--- config.mk ---
export PLATFORM = sky130hd
export DESIGN_NAME = mem_bus_initiator
export DESIGN_NICKNAME = d
export VERILOG_FILES = /design/src/rtl/mem_bus_pkg.sv /design/src/rtl/mem_bus_watchdog.sv /design/src/rtl/mem_bus_initiator.sv
export SDC_FILE = /design/constraint.sdc
export NUM_CORES = 1
export LEC_CHECK = 0
export BUFFER_PORTS_ARGS = -buffer_cell sky130_fd_sc_hd__buf_2
export CAP_MARGIN = 20
export CORE_ASPECT_RATIO = 1.25
export CORE_MARGIN = 10
export CORE_UTILIZATION = 40
export DETAILED_ROUTE_END_ITERATION = 8
export HOLD_SLACK_MARGIN = 0.02
export PLACE_DENSITY_LB_ADDON = 0.08
export SYNTH_ARGS = -nofsm -noshare
export SYNTH_HDL_FRONTEND = slang
export SYNTH_SLANG_ARGS = --single-unit
--- constraint.sdc ---
create_clock -name CLK -period 3.8 [get_ports CLK]
set_input_delay 0.57 -clock CLK [delete_from_list [all_inputs] [get_ports CLK]]
set_output_delay 0.57 -clock CLK [all_outputs]
set_load 0.03 [all_outputs]
--- src/rtl/mem_bus_pkg.sv ---
// Shared types and constants for the memory-bus initiator and its watchdog.
package mem_bus_pkg;

    typedef enum logic [2:0] {
        S_IDLE,
        S_REQ,
        S_ADDR,
        S_LOAD_DATA,
        S_STORE_DATA,
        S_FINISH,
        S_RESP
    } state_t;

    localparam logic [3:0] ACK_IDLE       = 4'b1000;
    localparam logic [3:0] ACK_STORE_DONE = 4'b0001;
    localparam int         DEFAULT_BLOCK_WORDS = 4;

    function automatic logic [31:0] align_down(input logic [31:0] addr, input logic [31:0] bytes);
        return addr & ~(bytes - 32'd1);
    endfunction

endpackage

--- src/rtl/mem_bus_watchdog.sv ---
// Cycle watchdog: counts while enabled, clears on restart, flags the last allowed cycle.
module mem_bus_watchdog #(
    parameter int TIMEOUT_CYCLES = 256
) (
    input  logic CLK,
    input  logic RST_N,
    input  logic enable,
    input  logic restart,
    output logic expired
);
    localparam int CW = $clog2(TIMEOUT_CYCLES + 1);

    logic [CW-1:0] count_q;

    always_ff @(posedge CLK or negedge RST_N) begin
        if (!RST_N)
            count_q <= '0;
        else if (!enable || restart)
            count_q <= '0;
        else
            count_q <= count_q + CW'(1);
    end

    // Fires during the final counted cycle so the FSM leaves on the next edge.
    assign expired = enable && (count_q == CW'(TIMEOUT_CYCLES - 1));

endmodule

--- src/rtl/mem_bus_initiator.sv ---
// Single-request memory-bus initiator: line loads and single-word stores over a shared DATA bus.
// Optional watchdog enabled by defining MEM_BUS_INITIATOR_TIMEOUT_EN.
module mem_bus_initiator
    import mem_bus_pkg::*;
#(
    parameter int BLOCK_WORDS    = DEFAULT_BLOCK_WORDS,
    parameter int TIMEOUT_CYCLES = 256
) (
    input  logic                     CLK,
    input  logic                     RST_N,
    input  logic                     req_valid,
    output logic                     req_ready,
    input  logic                     req_store,
    input  logic [31:0]              req_addr,
    input  logic [31:0]              req_wdata,
    output logic                     resp_valid,
    output logic                     resp_err,
    output logic [BLOCK_WORDS*32-1:0] resp_line,
    output logic                     VALID,
    output logic                     LOAD,
    output logic                     STORE,
    output logic                     ACK_ADDR,
    input  logic                     READY,
    input  logic [3:0]               ACK_DATA,
    input  logic [31:0]              DATA_IN,
    output logic [31:0]              DATA_OUT,
    output logic                     DATA_OE
);
    localparam int         IDX_W     = $clog2(BLOCK_WORDS);
    localparam logic [3:0] LAST_WORD = 4'(BLOCK_WORDS - 1);

    if (BLOCK_WORDS < 2 || BLOCK_WORDS > 8 || (BLOCK_WORDS & (BLOCK_WORDS - 1)) != 0 ||
        TIMEOUT_CYCLES < 2) begin : g_bad_param
        $error("mem_bus_initiator: unsupported BLOCK_WORDS or TIMEOUT_CYCLES");
    end

    state_t state_q, state_d;
    logic                      op_store_q;
    logic [31:0]               addr_q, wdata_q;
    logic [3:0]                cnt_q;
    logic [31:0]               words_q [BLOCK_WORDS];
    logic [BLOCK_WORDS*32-1:0] line_q;
    logic                      capture, timeout;

    assign capture = (state_q == S_LOAD_DATA) && (ACK_DATA == cnt_q);

`ifdef MEM_BUS_INITIATOR_TIMEOUT_EN
    logic wd_enable, err_q;

    assign wd_enable = (state_q == S_REQ) || (state_q == S_LOAD_DATA) ||
                       (state_q == S_STORE_DATA) || (state_q == S_FINISH);

    mem_bus_watchdog #(.TIMEOUT_CYCLES(TIMEOUT_CYCLES)) u_watchdog (
        .CLK     (CLK),
        .RST_N   (RST_N),
        .enable  (wd_enable),
        .restart (state_d != state_q),
        .expired (timeout)
    );

    // A timeout jumps straight to RESP, so the flag lines up with that single cycle.
    always_ff @(posedge CLK or negedge RST_N) begin
        if (!RST_N) err_q <= 1'b0;
        else        err_q <= timeout;
    end

    assign resp_err = (state_q == S_RESP) && err_q;
`else
    assign timeout  = 1'b0;
    assign resp_err = 1'b0;
`endif

    always_ff @(posedge CLK or negedge RST_N) begin
        if (!RST_N) state_q <= S_IDLE;
        else        state_q <= state_d;
    end

    always_comb begin
        state_d = state_q;
        unique case (state_q)
            S_IDLE:       if (req_valid) state_d = S_REQ;
            S_REQ:        if (READY) state_d = S_ADDR;
            S_ADDR:       state_d = op_store_q ? S_STORE_DATA : S_LOAD_DATA;
            S_LOAD_DATA:  if (capture && cnt_q == LAST_WORD) state_d = S_FINISH;
            S_STORE_DATA: if (ACK_DATA == ACK_STORE_DONE) state_d = S_FINISH;
            S_FINISH:     if (!READY) state_d = S_RESP;
            S_RESP:       state_d = S_IDLE;
            default:      state_d = S_IDLE;
        endcase
        if (timeout) state_d = S_RESP;
    end

    always_comb begin
        req_ready  = 1'b0;
        resp_valid = 1'b0;
        VALID      = 1'b0;
        LOAD       = 1'b0;
        STORE      = 1'b0;
        ACK_ADDR   = 1'b0;
        DATA_OE    = 1'b0;
        DATA_OUT   = '0;
        if (state_q == S_REQ || state_q == S_ADDR ||
            state_q == S_LOAD_DATA || state_q == S_STORE_DATA) begin
            VALID = 1'b1;
            LOAD  = !op_store_q;
            STORE = op_store_q;
        end
        unique case (state_q)
            S_IDLE: req_ready = 1'b1;
            S_ADDR: begin
                ACK_ADDR = 1'b1;
                DATA_OE  = 1'b1;
                DATA_OUT = op_store_q ? align_down(addr_q, 32'd4)
                                      : align_down(addr_q, 32'(BLOCK_WORDS * 4));
            end
            S_STORE_DATA: begin
                DATA_OE  = 1'b1;
                DATA_OUT = wdata_q;
            end
            S_RESP:  resp_valid = 1'b1;
            default: ;
        endcase
    end

    always_ff @(posedge CLK) begin
        if (state_q == S_IDLE && req_valid) begin
            op_store_q <= req_store;
            addr_q     <= req_addr;
            wdata_q    <= req_wdata;
        end
        if (capture)
            words_q[cnt_q[IDX_W-1:0]] <= DATA_IN;
    end

    always_ff @(posedge CLK or negedge RST_N) begin
        if (!RST_N)
            cnt_q <= '0;
        else if (state_q == S_ADDR)
            cnt_q <= '0;
        else if (capture)
            cnt_q <= cnt_q + 4'd1;
    end

    always_comb begin
        line_q = '0;
        for (int k = 0; k < BLOCK_WORDS; k++)
            line_q[32*k +: 32] = words_q[k];
    end

    // Words are staged separately so resp_line only changes when a load fully completes.
    always_ff @(posedge CLK or negedge RST_N) begin
        if (!RST_N)
            resp_line <= '0;
        else if (state_q == S_FINISH && state_d == S_RESP && !op_store_q && !timeout)
            resp_line <= line_q;
    end

endmodule

* Word level (Yosys, flattened, before mapping)
Memories as Yosys holds them, arrays and structs flattened. A register that Yosys moved wholly into a read port is not among the register bits.
Index checks and enable logic that the tools add are counted.
** Storage, ports and cells
- Register bits :: 72
- RAM bits :: 128
- Input bits :: 105
- Output and inout port bits :: 168
- Logic and storage cells :: 53
- Memories kept :: 1
** Memories
- words_q :: words 4, bits a word 32, rd ports 4, clocked after Yosys merged registers in 4, write ports 1, line mem_bus_initiator.sv:41 : logic [31:0] words_q [BLOCK_WORDS];
** Cells by class
- $add $sub $neg :: 1
- Equal/unequal tests :: 10
- Mux-type cells :: 20
- Reduce and logical (&&, ||, !) cells :: 16
** Operators by type and width (count)
- one-hot mux 32 bit (2 select lines) :: 1
- two-way mux 3 bit :: 6
- one-hot mux 3 bit (6 select lines) :: 1
- equality test 3 bit, second input constant :: 4
- two-way mux 4 bit :: 3
- two-way mux 1 bit :: 9
- equality test 3 x 2 -> 1 bit, second input constant :: 2
- logical AND 1 bit :: 5
- logical NOT 1 bit :: 5
- adder 4 x 1 -> 4 bit, second input constant :: 1
- equality test 4 x 1 -> 1 bit, second input constant :: 1
- equality test 4 x 2 -> 1 bit, second input constant :: 1
- equality test 4 bit :: 1
- equality test 3 x 1 -> 1 bit, second input constant :: 1
- logical NOT 3 bit :: 1
- logical OR 1 bit :: 3
- nonzero test 2 bit :: 1
- OR reduction 2 bit :: 1

* Depth between registers and ports, before layout
Gate-level depths: netlist of run 1.
- Depth after elaboration :: 8
- Depth in mapped cells :: 7
- Gate-level depth less buffers :: 6

* Worst setup path before layout of run 1
No wires, ideal clock.
- Kind :: flip-flop to flip-flop
- Start point :: register state_q[0]
- End point :: register addr_q[10] (enable)
- Library setup time :: 0.428 ns
- Data arrival time :: 2.278 ns
- Data required time :: 3.372 ns
- Path slack :: 1.094 ns
- Stages on the path, launching flop included :: 4
- Clock period less this slack :: 2.706 ns
- Cell sequence :: dfrtp_1 -> buf_4 -> nor2_1 -> and3_1
** Between the ends
- Longest elaborated chain between the ends :: 2
** RTL lines
- start: declaration :: line mem_bus_initiator.sv:37 : state_t state_q, state_d;
- start signal: assignment :: line mem_bus_initiator.sv:75 : else state_q <= state_d;
- logical NOT 3 bit :: line mem_bus_initiator.sv:126 : if (state_q == S_IDLE && req_valid) begin
- logical AND 1 bit :: line mem_bus_initiator.sv:126
- end signal: assignment :: line mem_bus_initiator.sv:128 : addr_q <= req_addr;
- end: declaration :: line mem_bus_initiator.sv:39 : logic [31:0] addr_q, wdata_q;
No other way between the ends.
A chain may end at the register's enable or synchronous reset.

* Worst setup path after layout of run 1
- Start point :: register state_q[2]
- End point :: output port DATA_OUT[28]
** Between the ends
- Longest elaborated chain between the ends :: 2
** RTL lines
- equality test 3 bit / equality test 3 x 2 -> 1 bit (equally long branches) :: line mem_bus_initiator.sv:108 : unique case (state_q)
- one-hot mux 32 bit (2 select lines) (*) :: line mem_bus_initiator.sv:108
- end: declaration :: line mem_bus_initiator.sv:26 : output logic [31:0] DATA_OUT,
Every way passes the cells marked *; elsewhere a longest branch is shown, timed or not.

==> summary.md, run 1 <==
| Metric | Value |
|---|---|
| Fraction of layout cells with a size suffix above 1 | `52.78%` |
| Routing layer with the top usage in global route | `met2` |
| GRT Util Overall | `14.88%` |
| Post-route insts no fill | `1255` |
| Peak supply drop | `474.1 uV` |
| Critical Path AT | `2480 ps` |
| Leakage | `6.156 nW` |
| Aggregate negative setup slack | `0 ps` |
| Crit path kind | `flip-flop to output port` |
| Global routing met3 resource utilization | `6.460%` |
| Average size of a mapped cell | `19.91 um^2` |
| Global-route congestion overflow total | `0` |
| Synth Flop Type | `sky130_fd_sc_hd__edfxtp_1` |
| Placeable core area | `28400 um^2` |
| Final setup violation count | `0` |
| Detail Route Antenna Nets | `0` |
| Power density over the cells | `825.4 nW/um^2` |
| Largest cells by area after synthesis | `sky130_fd_sc_hd__edfxtp_1, sky130_fd_sc_hd__dfrtp_1, sky130_fd_sc_hd__mux2_2, sky130_fd_sc_hd__a22o_1, sky130_fd_sc_hd__buf_6` |
| Hold Vio Cnt, Final | `0` |
| Largest delay contributor family on the critical path | `buffers and inverters` |
| Count of pins over their slew limit | `0` |
| Chip Width | `171.7 um` |
| P&R area growth vs syn | `24.31%` |
| # clock sinks | `326` |
| Type of the tightest min-delay check | `primary input to async pin` |
| Placed Instances | `1194` |
| Max-cap violation count | `0` |
| Diode count | `0` |
| H-tree depth | `2` |
| Number of antenna violations at the first check in global routing | `2` |
| First-pass GRT wire length | `41.23 mm` |
| Commonest cells after routing, fill and taps aside | `sky130_fd_sc_hd__buf_2, sky130_fd_sc_hd__edfxtp_1, sky130_fd_sc_hd__dfrtp_1` |
| Synthesis warning total | `0` |
| Final critical delay including setup and external delays | `3053 ps` |
| Number of nets in the layout | `984` |
| Met2 Resource Use GR | `24.89%` |
| Number of ports placed on the die boundary | `273` |
| Detailed-routing iteration count for the pre-antenna-repair pass | `4` |
| Number of cells produced by synthesis | `578` |
| Routability congestion estimate | `0.8034` |
| Routed vias | `6194` |
| Met1 track demand over resource in global routing | `16.81%` |
| Root buffer cell | `sky130_fd_sc_hd__clkbuf_16` |
| Required time worst endpoint | `3230 ps` |
| Most common library cell in the layout ignoring fill and taps | `sky130_fd_sc_hd__buf_2` |
| Power Total | `0.01181 W` |
| Cell type with the highest aggregate area in the netlist | `sky130_fd_sc_hd__edfxtp_1` |
| Peak per-stage delay on the critical path | `530 ps` |
| Post-Synthesis Net Count | `687` |
| Worst-case clock skew | `13.31 ps` |
| Maximum count of clock buffers along a single path | `3` |
| Row count | `69` |
| Vias per std cell | `4.935` |
| Synth unique cells | `40` |
| Routed len/inst | `21.41 um` |
| Detail Placement HPWL | `18.79 mm` |
| Worst slew pin tran | `966.5 ps` |
| Part of the Yosys area used for sequential elements | `79.21%` |
| Top achievable clock speed | `0.3275 GHz` |
| Synthesized flop and latch total | `326` |
| Critical-path cell list | `inv_1 -> nand3b_2 -> inv_2 -> a22o_1 -> buf_2` |
| Category of the worst setup path capture point | `output port` |
| CTS tree | `yes` |
| Starting density of the core | `40.51%` |
| DRC violations left | `0` |
| First-iteration detailed-routing DRC count | `325` |
| Number of port buffers | `269` |
| Status | `completed` |
| Clock transition time at the flip-flop clock pins of the worst setup and hold paths | `60 ps` |
| Synthesized cell area | `11510 um^2` |
| CTS Buf Count | `34` |
| Resize count post-CTS | `0` |
| Maximum fanout encountered on the critical timing path | `35` |
| Number of synthesized flops with an enable pin | `191` |
| Buffer count from post-CTS setup fixing | `0` |
| RSZ-0062 raised after global routing | `no` |
| Maximum number of pins on one net before global-route repair | `96` |
| Height of the die | `209.6 um` |
| Proportion of netlist area held by the largest area contributor | `49.85%` |
| Via count of the first global-routing pass | `7023` |
| Clock latency on the worst-skew pair | `510 ps` |
| Final wirelength | `26.87 mm` |
| Share of async-settable or async-resettable flops after synthesis | `41.41%` |
| Post-route clock period utilization | `80.35%` |
| Worst-path cell with the longest stage delay | `sky130_fd_sc_hd__inv_2` |
| Hold bufs inserted after CTS | `0` |
| Buffer and inverter count on the worst path | `3` |
| Area enclosed by the die boundary | `35990 um^2` |
| Relative max-transition margin | `35.36%` |
| Critical Path Start Type | `flip-flop` |
cell type report:
type | instances | area [um^2]
Clock buffer | 53 | 1016
Clock inverter | 8 | 37.54
Fill cell | 2395 | 14100
Inverter | 5 | 18.77
Multi-Input combinational cell | 221 | 2148
Sequential cell | 326 | 9114
Tap cell | 355 | 444.2
Timing Repair Buffer | 287 | 1525
flip-flops by register name, summed over array words and instances (netlist names):
| signal | cells |
|---|---|
| resp_line | 128 |
| words_q | 128 |
| wdata_q | 32 |
| addr_q | 30 |
| cnt_q | 4 |
| state_q | 3 |
| op_store_q | 1 |
routing by layer:
layer	up-vias	part of all wire, %
met5	-	0.078
met3	41	10
li1	2792	-
met2	238	49
met4	4	1.9
met1	3119	38
kinds of logic after synthesis:
logic type / count (synthesis) / synth area share, %
AO/OA/AOI/OAI: 45 / 3.110
XOR/XNOR: 5 / 0.3806
flip-flops: 326 / 79.21
other: 1 / 0.03259
adder cells (fa/ha/maj): 4 / 0.4350
multiplexers: 128 / 12.53
AND/OR/NAND/NOR: 38 / 2.131
buffers and inverters: 31 / 2.175
Yosys cell counts, types with 3 or more instances:
| master | number |
|---|---|
| sky130_fd_sc_hd__nand2_1 | 4 |
| sky130_fd_sc_hd__inv_1 | 4 |
| sky130_fd_sc_hd__o21ai_0 | 7 |
| sky130_fd_sc_hd__buf_6 | 15 |
| sky130_fd_sc_hd__a22o_1 | 28 |
| sky130_fd_sc_hd__nor2_1 | 3 |
| sky130_fd_sc_hd__ha_1 | 4 |
| sky130_fd_sc_hd__dfrtp_1 | 135 |
| sky130_fd_sc_hd__and3_1 | 4 |
| sky130_fd_sc_hd__and3_2 | 4 |
| sky130_fd_sc_hd__mux2_2 | 128 |
| sky130_fd_sc_hd__buf_2 | 8 |
| sky130_fd_sc_hd__xnor2_1 | 5 |
| sky130_fd_sc_hd__edfxtp_1 | 191 |
| sky130_fd_sc_hd__buf_4 | 3 |
| sky130_fd_sc_hd__nand4_1 | 3 |
path summary, 6_finish.rpt:
path	startpoint	depth (start not counted)	end	slack, ps
worst max register to register	state_q[1]	4	resp_line[60]	1380
worst min register to register	words_q[1][3]	1	resp_line[35]	470
worst min-delay path	RST_N	1	resp_line[73]	190
worst max-delay path	state_q[2]	5	DATA_OUT[28]	750
max in group asynchronous	RST_N	2	resp_line[25]	2680
min in group CLK	req_addr[2]	1	addr_q[2]	230
report_power, final:
| part | total (W) | internal, W | switching, W |
|---|---|---|---|
| Sequential | 0.00498 | 0.00456 | 0.000424 |
| Combinational | 0.00371 | 0.00121 | 0.00250 |
| Clock | 0.00312 | 0.00184 | 0.00128 |
| Total | 0.0118 | 0.00760 | 0.00420 |
through the flow:
stage               worst slack, ps  cell area, um^2  utilization (%)  hold WS (ps)
global route                  602.3            14300            50.36         203.0
detailed placement             1173            13250            46.65         462.3
CTS                           680.0            14300            50.36         203.8
floorplan                      1094            11510                -         274.4
global placement               1225            13250            46.65         455.5
finish                        746.6            14300            50.36         189.1
No activity file was read; power rests on OpenSTA's default activity.
==> run 2, diff against run 1 <==
==> constraint.sdc (replaced) <==
create_clock -name CLK -period 3.11 [get_ports CLK]
set_input_delay 0.4665 -clock CLK [delete_from_list [all_inputs] [get_ports CLK]]
set_output_delay 0.4665 -clock CLK [all_outputs]
set_load 0.03 [all_outputs]
==> run 2 against run 1 <==
Compared with the run above:
- power rose by 24%
- die area stayed put
- via count is 0.69% lower
- clock skew down 2.3 ps
- combinational power up 22%
- sequential share of layout area down 0.40 points
- count of clock-buffer cells in the layout down 3
- global-route usage down 0.24 points
- largest power group unchanged
- highest routed layer is now met4
==> summary.md, run 2 (synthesis gave the netlist of run 1 again) <==
| Metric | Value |
|---|---|
| Status | `completed` |
| Critical Path Start Type | `flip-flop` |
| Power density over the cells | `1018 nW/um^2` |
| Maximum count of clock buffers along a single path | `3` |
| Worst slew pin tran | `642.6 ps` |
| Critical path endpoint | `DATA_OUT[3]` |
| First-iteration detailed-routing DRC count | `379` |
| Maximum fanout encountered on the critical timing path | `35` |
| Count of pins over their slew limit | `0` |
| Type of the tightest min-delay check | `primary input to flip-flop` |
| Post-route clock period utilization | `91.35%` |
| Aggregate negative setup slack | `0 ps` |
| Maximum number of pins on one net before global-route repair | `65` |
| Vias per std cell | `4.929` |
| Root buffer cell | `sky130_fd_sc_hd__clkbuf_16` |
| R2r startpoint | `cnt_q[1]` |
| Row count | `69` |
| Power Total | `0.01466 W` |
| GRT Util Overall | `14.65%` |
| Area enclosed by the die boundary | `35990 um^2` |
| Clock latency on the worst-skew pair | `490 ps` |
| Routed len/inst | `21.32 um` |
| CTS Buf Count | `35` |
| DRC violations left | `0` |
| Final setup violation count | `0` |
| Worst-case clock skew | `11.01 ps` |
| Category of the worst setup path capture point | `output port` |
| Detail Route Antenna Nets | `0` |
| RSZ-0062 raised after global routing | `no` |
| Final critical delay including setup and external delays | `2841 ps` |
| Starting density of the core | `40.51%` |
| Placeable core area | `28400 um^2` |
| Diode count | `0` |
| Peak supply drop | `667.6 uV` |
| # clock sinks | `326` |
| Number of nets in the layout | `979` |
| Routability congestion estimate | `0.7909` |
| Launch point of the worst path | `state_q[2]` |
| Resize count post-CTS | `0` |
| Commonest cells after routing, fill and taps aside | `sky130_fd_sc_hd__buf_2, sky130_fd_sc_hd__edfxtp_1, sky130_fd_sc_hd__dfrtp_1` |
| First-pass GRT wire length | `40.74 mm` |
| Final wirelength | `26.61 mm` |
| Most common library cell in the layout ignoring fill and taps | `sky130_fd_sc_hd__buf_2` |
| Detail Placement HPWL | `18.35 mm` |
| Detailed-routing iteration count for the pre-antenna-repair pass | `4` |
| Number of ports placed on the die boundary | `273` |
| P&R area growth vs syn | `25.10%` |
| Clock transition time at the flip-flop clock pins of the worst setup and hold paths | `60 ps` |
| Fraction of layout cells with a size suffix above 1 | `52.52%` |
| Chip Width | `171.7 um` |
| Critical register-to-register path endpoint | `words_q[1][14]` |
| Number of antenna violations at the first check in global routing | `1` |
| CTS tree | `yes` |
| Relative max-transition margin | `57.10%` |
| Leakage | `6.163 nW` |
| Number of port buffers | `269` |
| Crit path kind | `flip-flop to output port` |
| Via count of the first global-routing pass | `6904` |
| Reg2reg setup slack | `930 ps` |
| Routed vias | `6151` |
| Height of the die | `209.6 um` |
| Global-route congestion overflow total | `0` |
| Required time worst endpoint | `2640 ps` |
| R2r worst-path depth | `4` |
| Hold Vio Cnt, Final | `0` |
| H-tree depth | `2` |
| Top achievable clock speed | `0.3520 GHz` |
| Max-cap violation count | `0` |
| Critical Path AT | `2370 ps` |
[run 2: metrics by stage]
stage                     instances  worst slack [ps]  cell area [um^2]  hold WS (ps)  utilization [%]
final                          1248             268.9             14390         141.4            50.68
after global routing           1248             57.13             14390         115.9            50.68
after CTS                      1248             208.2             14390         116.0            50.68
after detailed placement       1187             756.8             13260         400.3            46.69
after global placement         1187             751.2             13260         395.5            46.69
after floorplan                 578             404.4             11510         170.9                -
[run 2: final cells by class]
class | instances | area (um^2)
multi-input cells | 221 | 2148
clock buffers | 50 | 994.7
fillers | 2357 | 14010
well taps | 355 | 444.2
inverters | 5 | 18.77
clock inverters | 10 | 128.9
flip-flops and latches | 326 | 9114
repair buffers | 281 | 1545
[run 2: timing repair]
action	4_1_cts	5_1_grt
buffers inserted	0	0
hold endpoints to repair	34	0
hold buffers	1	0
[run 2: worst min-delay path by stage]
stage | startpoint | to | slack (ps) | cells past startpoint
after floorplan | RST_N | cnt_q[0] | 170 | 0
after global placement | RST_N | resp_line[9] | 400 | 1
after detailed placement | RST_N | resp_line[9] | 400 | 1
after CTS | req_addr[17] | addr_q[17] | 120 | 1
after global routing | req_addr[19] | addr_q[19] | 120 | 1
final | req_wdata[17] | wdata_q[17] | 140 | 1
[run 2: layer usage]
metal	GRT usage [%]	part of all wire (%)	up-vias
li1	-	-	2774
met1	17.16	39	3108
met2	24.25	49	234
met3	5.915	9.8	35
met4	4.085	2.0	0
met5	0	0	-
[run 2: worst max-delay path, stage by stage, from the launching register on]
cell                       delay, ps
sky130_fd_sc_hd__dfrtp_1         480
sky130_fd_sc_hd__inv_1           230
sky130_fd_sc_hd__nand3b_2        170
sky130_fd_sc_hd__inv_2           510
sky130_fd_sc_hd__a32o_1          270
sky130_fd_sc_hd__buf_2           210
[run 2: where the power goes]
part | switching [W] | internal (W) | total, W
combinational | 0.00303 | 0.00148 | 0.00451
sequential | 0.000525 | 0.00557 | 0.00609
clock | 0.00158 | 0.00247 | 0.00405
total | 0.00514 | 0.00952 | 0.0147
==> run 3, diff against run 2 <==
--- a/config.mk
+++ b/config.mk
@@ -6,10 +6,11 @@
 export NUM_CORES = 1
 export LEC_CHECK = 0
 export BUFFER_PORTS_ARGS = -buffer_cell sky130_fd_sc_hd__buf_2
-export CAP_MARGIN = 20
+export CELL_PAD_IN_SITES_DETAIL_PLACEMENT = 0
+export CELL_PAD_IN_SITES_GLOBAL_PLACEMENT = 1
 export CORE_ASPECT_RATIO = 1.25
 export CORE_MARGIN = 10
-export CORE_UTILIZATION = 40
+export CORE_UTILIZATION = 35
 export DETAILED_ROUTE_END_ITERATION = 8
 export HOLD_SLACK_MARGIN = 0.02
 export PLACE_DENSITY_LB_ADDON = 0.08
==> run 3 against run 2 <==
Compared with the run above:
- count of clock-buffer cells in the layout is 3 higher
- power down 1.6%
- sequential power is essentially flat
- core utilization is 6.5 points lower
- final cell count rose by 5.1%
- sequential cell count unchanged
- sequential share of layout area about the same
- first-iteration DRC count grew 0.53%
- maximum frequency up 1.0%
- clock skew shrank 0.79 ps
==> summary.md, run 3 (synthesis gave the netlist of run 1 again) <==
| Metric | Value |
|---|---|
| Relative max-transition margin | `51.08%` |
| Vias per std cell | `4.652` |
| First-pass GRT wire length | `41.66 mm` |
| Detail Route Antenna Nets | `0` |
| Number of ports placed on the die boundary | `273` |
| H-tree depth | `2` |
| Critical Path AT | `2350 ps` |
| Leakage | `6.136 nW` |
| DRC violations left | `0` |
| Clock latency on the worst-skew pair | `510 ps` |
| RSZ-0062 raised after global routing | `no` |
| Critical-path cell list | `nand3b_2 -> inv_2 -> a22o_1 -> buf_2` |
| Height of the die | `222.7 um` |
| Detailed-routing iteration count for the pre-antenna-repair pass | `4` |
| Routed len/inst | `20.83 um` |
| Critical Path Start Type | `flip-flop` |
| # clock sinks | `326` |
| Top achievable clock speed | `0.3556 GHz` |
| Area enclosed by the die boundary | `40570 um^2` |
| Most common library cell in the layout ignoring fill and taps | `sky130_fd_sc_hd__buf_2` |
| R2r worst-path depth | `4` |
| Met2 Resource Use GR | `22.25%` |
| Maximum count of clock buffers along a single path | `3` |
| Post-route setup slack | `297.5 ps` |
| Global routing met3 resource utilization | `5.951%` |
| Global-route congestion overflow total | `0` |
| Worst slew pin tran | `733.8 ps` |
| Placeable core area | `32590 um^2` |
| Hold Vio Cnt, Final | `0` |
| Number of antenna violations at the first check in global routing | `0` |
| Required time worst endpoint | `2640 ps` |
| Routed vias | `6103` |
| Row count | `74` |
| Worst-path cell with the longest stage delay | `sky130_fd_sc_hd__inv_2` |
| Chip Width | `182.2 um` |
| Count of pins over their slew limit | `0` |
| Maximum fanout encountered on the critical timing path | `35` |
| Peak supply drop | `579.8 uV` |
| Routability congestion estimate | `0.7418` |
| Via count of the first global-routing pass | `6908` |
| Clock transition time at the flip-flop clock pins of the worst setup and hold paths | `60 ps` |
| Max-cap violation count | `0` |
| Type of the tightest min-delay check | `primary input to flip-flop` |
| Category of the worst setup path capture point | `output port` |
| Hold Crit Depth | `1` |
| Post-route clock period utilization | `90.43%` |
| Buffer count from post-CTS setup fixing | `0` |
| Starting density of the core | `35.30%` |
| Number of port buffers | `269` |
| P&R area growth vs syn | `25.16%` |
| Status | `completed` |
| Root buffer cell | `sky130_fd_sc_hd__clkbuf_16` |
| Setup WS pre-CTS | `696.8 ps` |
| CTS Buf Count | `34` |
| Power density over the cells | `1001 nW/um^2` |
| Final setup violation count | `0` |
| Routing layer with the top usage in global route | `met2` |
| Crit path kind | `flip-flop to output port` |
| Commonest cells after routing, fill and taps aside | `sky130_fd_sc_hd__buf_2, sky130_fd_sc_hd__edfxtp_1, sky130_fd_sc_hd__dfrtp_1` |
| Final critical delay including setup and external delays | `2812 ps` |
| Fraction of layout cells with a size suffix above 1 | `52.52%` |
| GRT Util Overall | `13.19%` |
| CTS tree | `yes` |
| Peak per-stage delay on the critical path | `540 ps` |
| Detail Placement HPWL | `18.94 mm` |
| Number of nets in the layout | `978` |
| Aggregate negative setup slack | `0 ps` |
| Worst-case clock skew | `10.22 ps` |
| Final wirelength | `27.33 mm` |
| Maximum number of pins on one net before global-route repair | `78` |
| First-iteration detailed-routing DRC count | `381` |
| Met1 track demand over resource in global routing | `14.78%` |
==> run 3: metal layers <==
metal  wire length, um  part of all wire, %  vias to the layer above
met3              2653                  9.7                       36
li1                  -                    -                     2777
met1             10460                   38                     3066
met5                 0                    0                        -
met4               517                  1.9                        0
met2             13700                   50                      224
==> run 3: what timing repair did <==
| action | CTS | global route |
|---|---|---|
| endpoints found under the hold margin | 17 | 0 |
| gates resized for setup | 0 | 0 |
| setup endpoints to repair | 0 | 0 |
| hold buffers | 1 | 0 |
==> run 3: final cells by class <==
cell class              instances  area [um^2]
diodes                          1        2.502
fillers                      2929        18190
multi-input cells             221         2148
inverters                       5        18.77
repair buffers                281         1545
flip-flops and latches        326         9114
clock buffers                  53         1013
clock inverters                 7        36.28
well taps                     418        523.0
==> run 3: worst max-delay path: cells and delay by family (launching register included) <==
kind / cells / cell delay [ps]
and+or+nand+nor: 1 / 320
buffers and inverters: 2 / 740
AOI/OAI and AO/OA: 1 / 270
DFF: 1 / 490
==> run 3: worst paths after layout <==
check,to,slack [ps],startpoint
max,DATA_OUT[5],300,state_q[0]
min,addr_q[26],130,req_addr[26]
max reg2reg,words_q[1][15],850,cnt_q[1]
min reg2reg,resp_line[64],470,words_q[2][0]
max in group asynchronous,resp_line[95],1720,RST_N
min in group asynchronous,resp_line[9],540,RST_N
==> run 3: power breakdown <==
part / total (W) / internal, W / switching (W)
Clock: 0.00380 / 0.00224 / 0.00157
Combinational: 0.00454 / 0.00149 / 0.00305
Sequential: 0.00608 / 0.00557 / 0.000510
Total: 0.0144 / 0.00929 / 0.00513
==> run 3: stage by stage <==
stage | instances | instance area [um^2] | power [W] | util (%) | hold slack (ps)
5_1_grt | 1311 | 14400 | 0.01518 | 44.18 | 103.2
6_report | 1312 | 14400 | 0.01442 | 44.19 | 130.9
3_3_place_gp | 1250 | 13340 | 0.01073 | 40.93 | 456.3
2_1_floorplan | 578 | 11510 | 0.009180 | - | 170.9
4_1_cts | 1311 | 14400 | 0.01470 | 44.18 | 98.58
3_5_place_dp | 1250 | 13340 | 0.01082 | 40.93 | 460.9
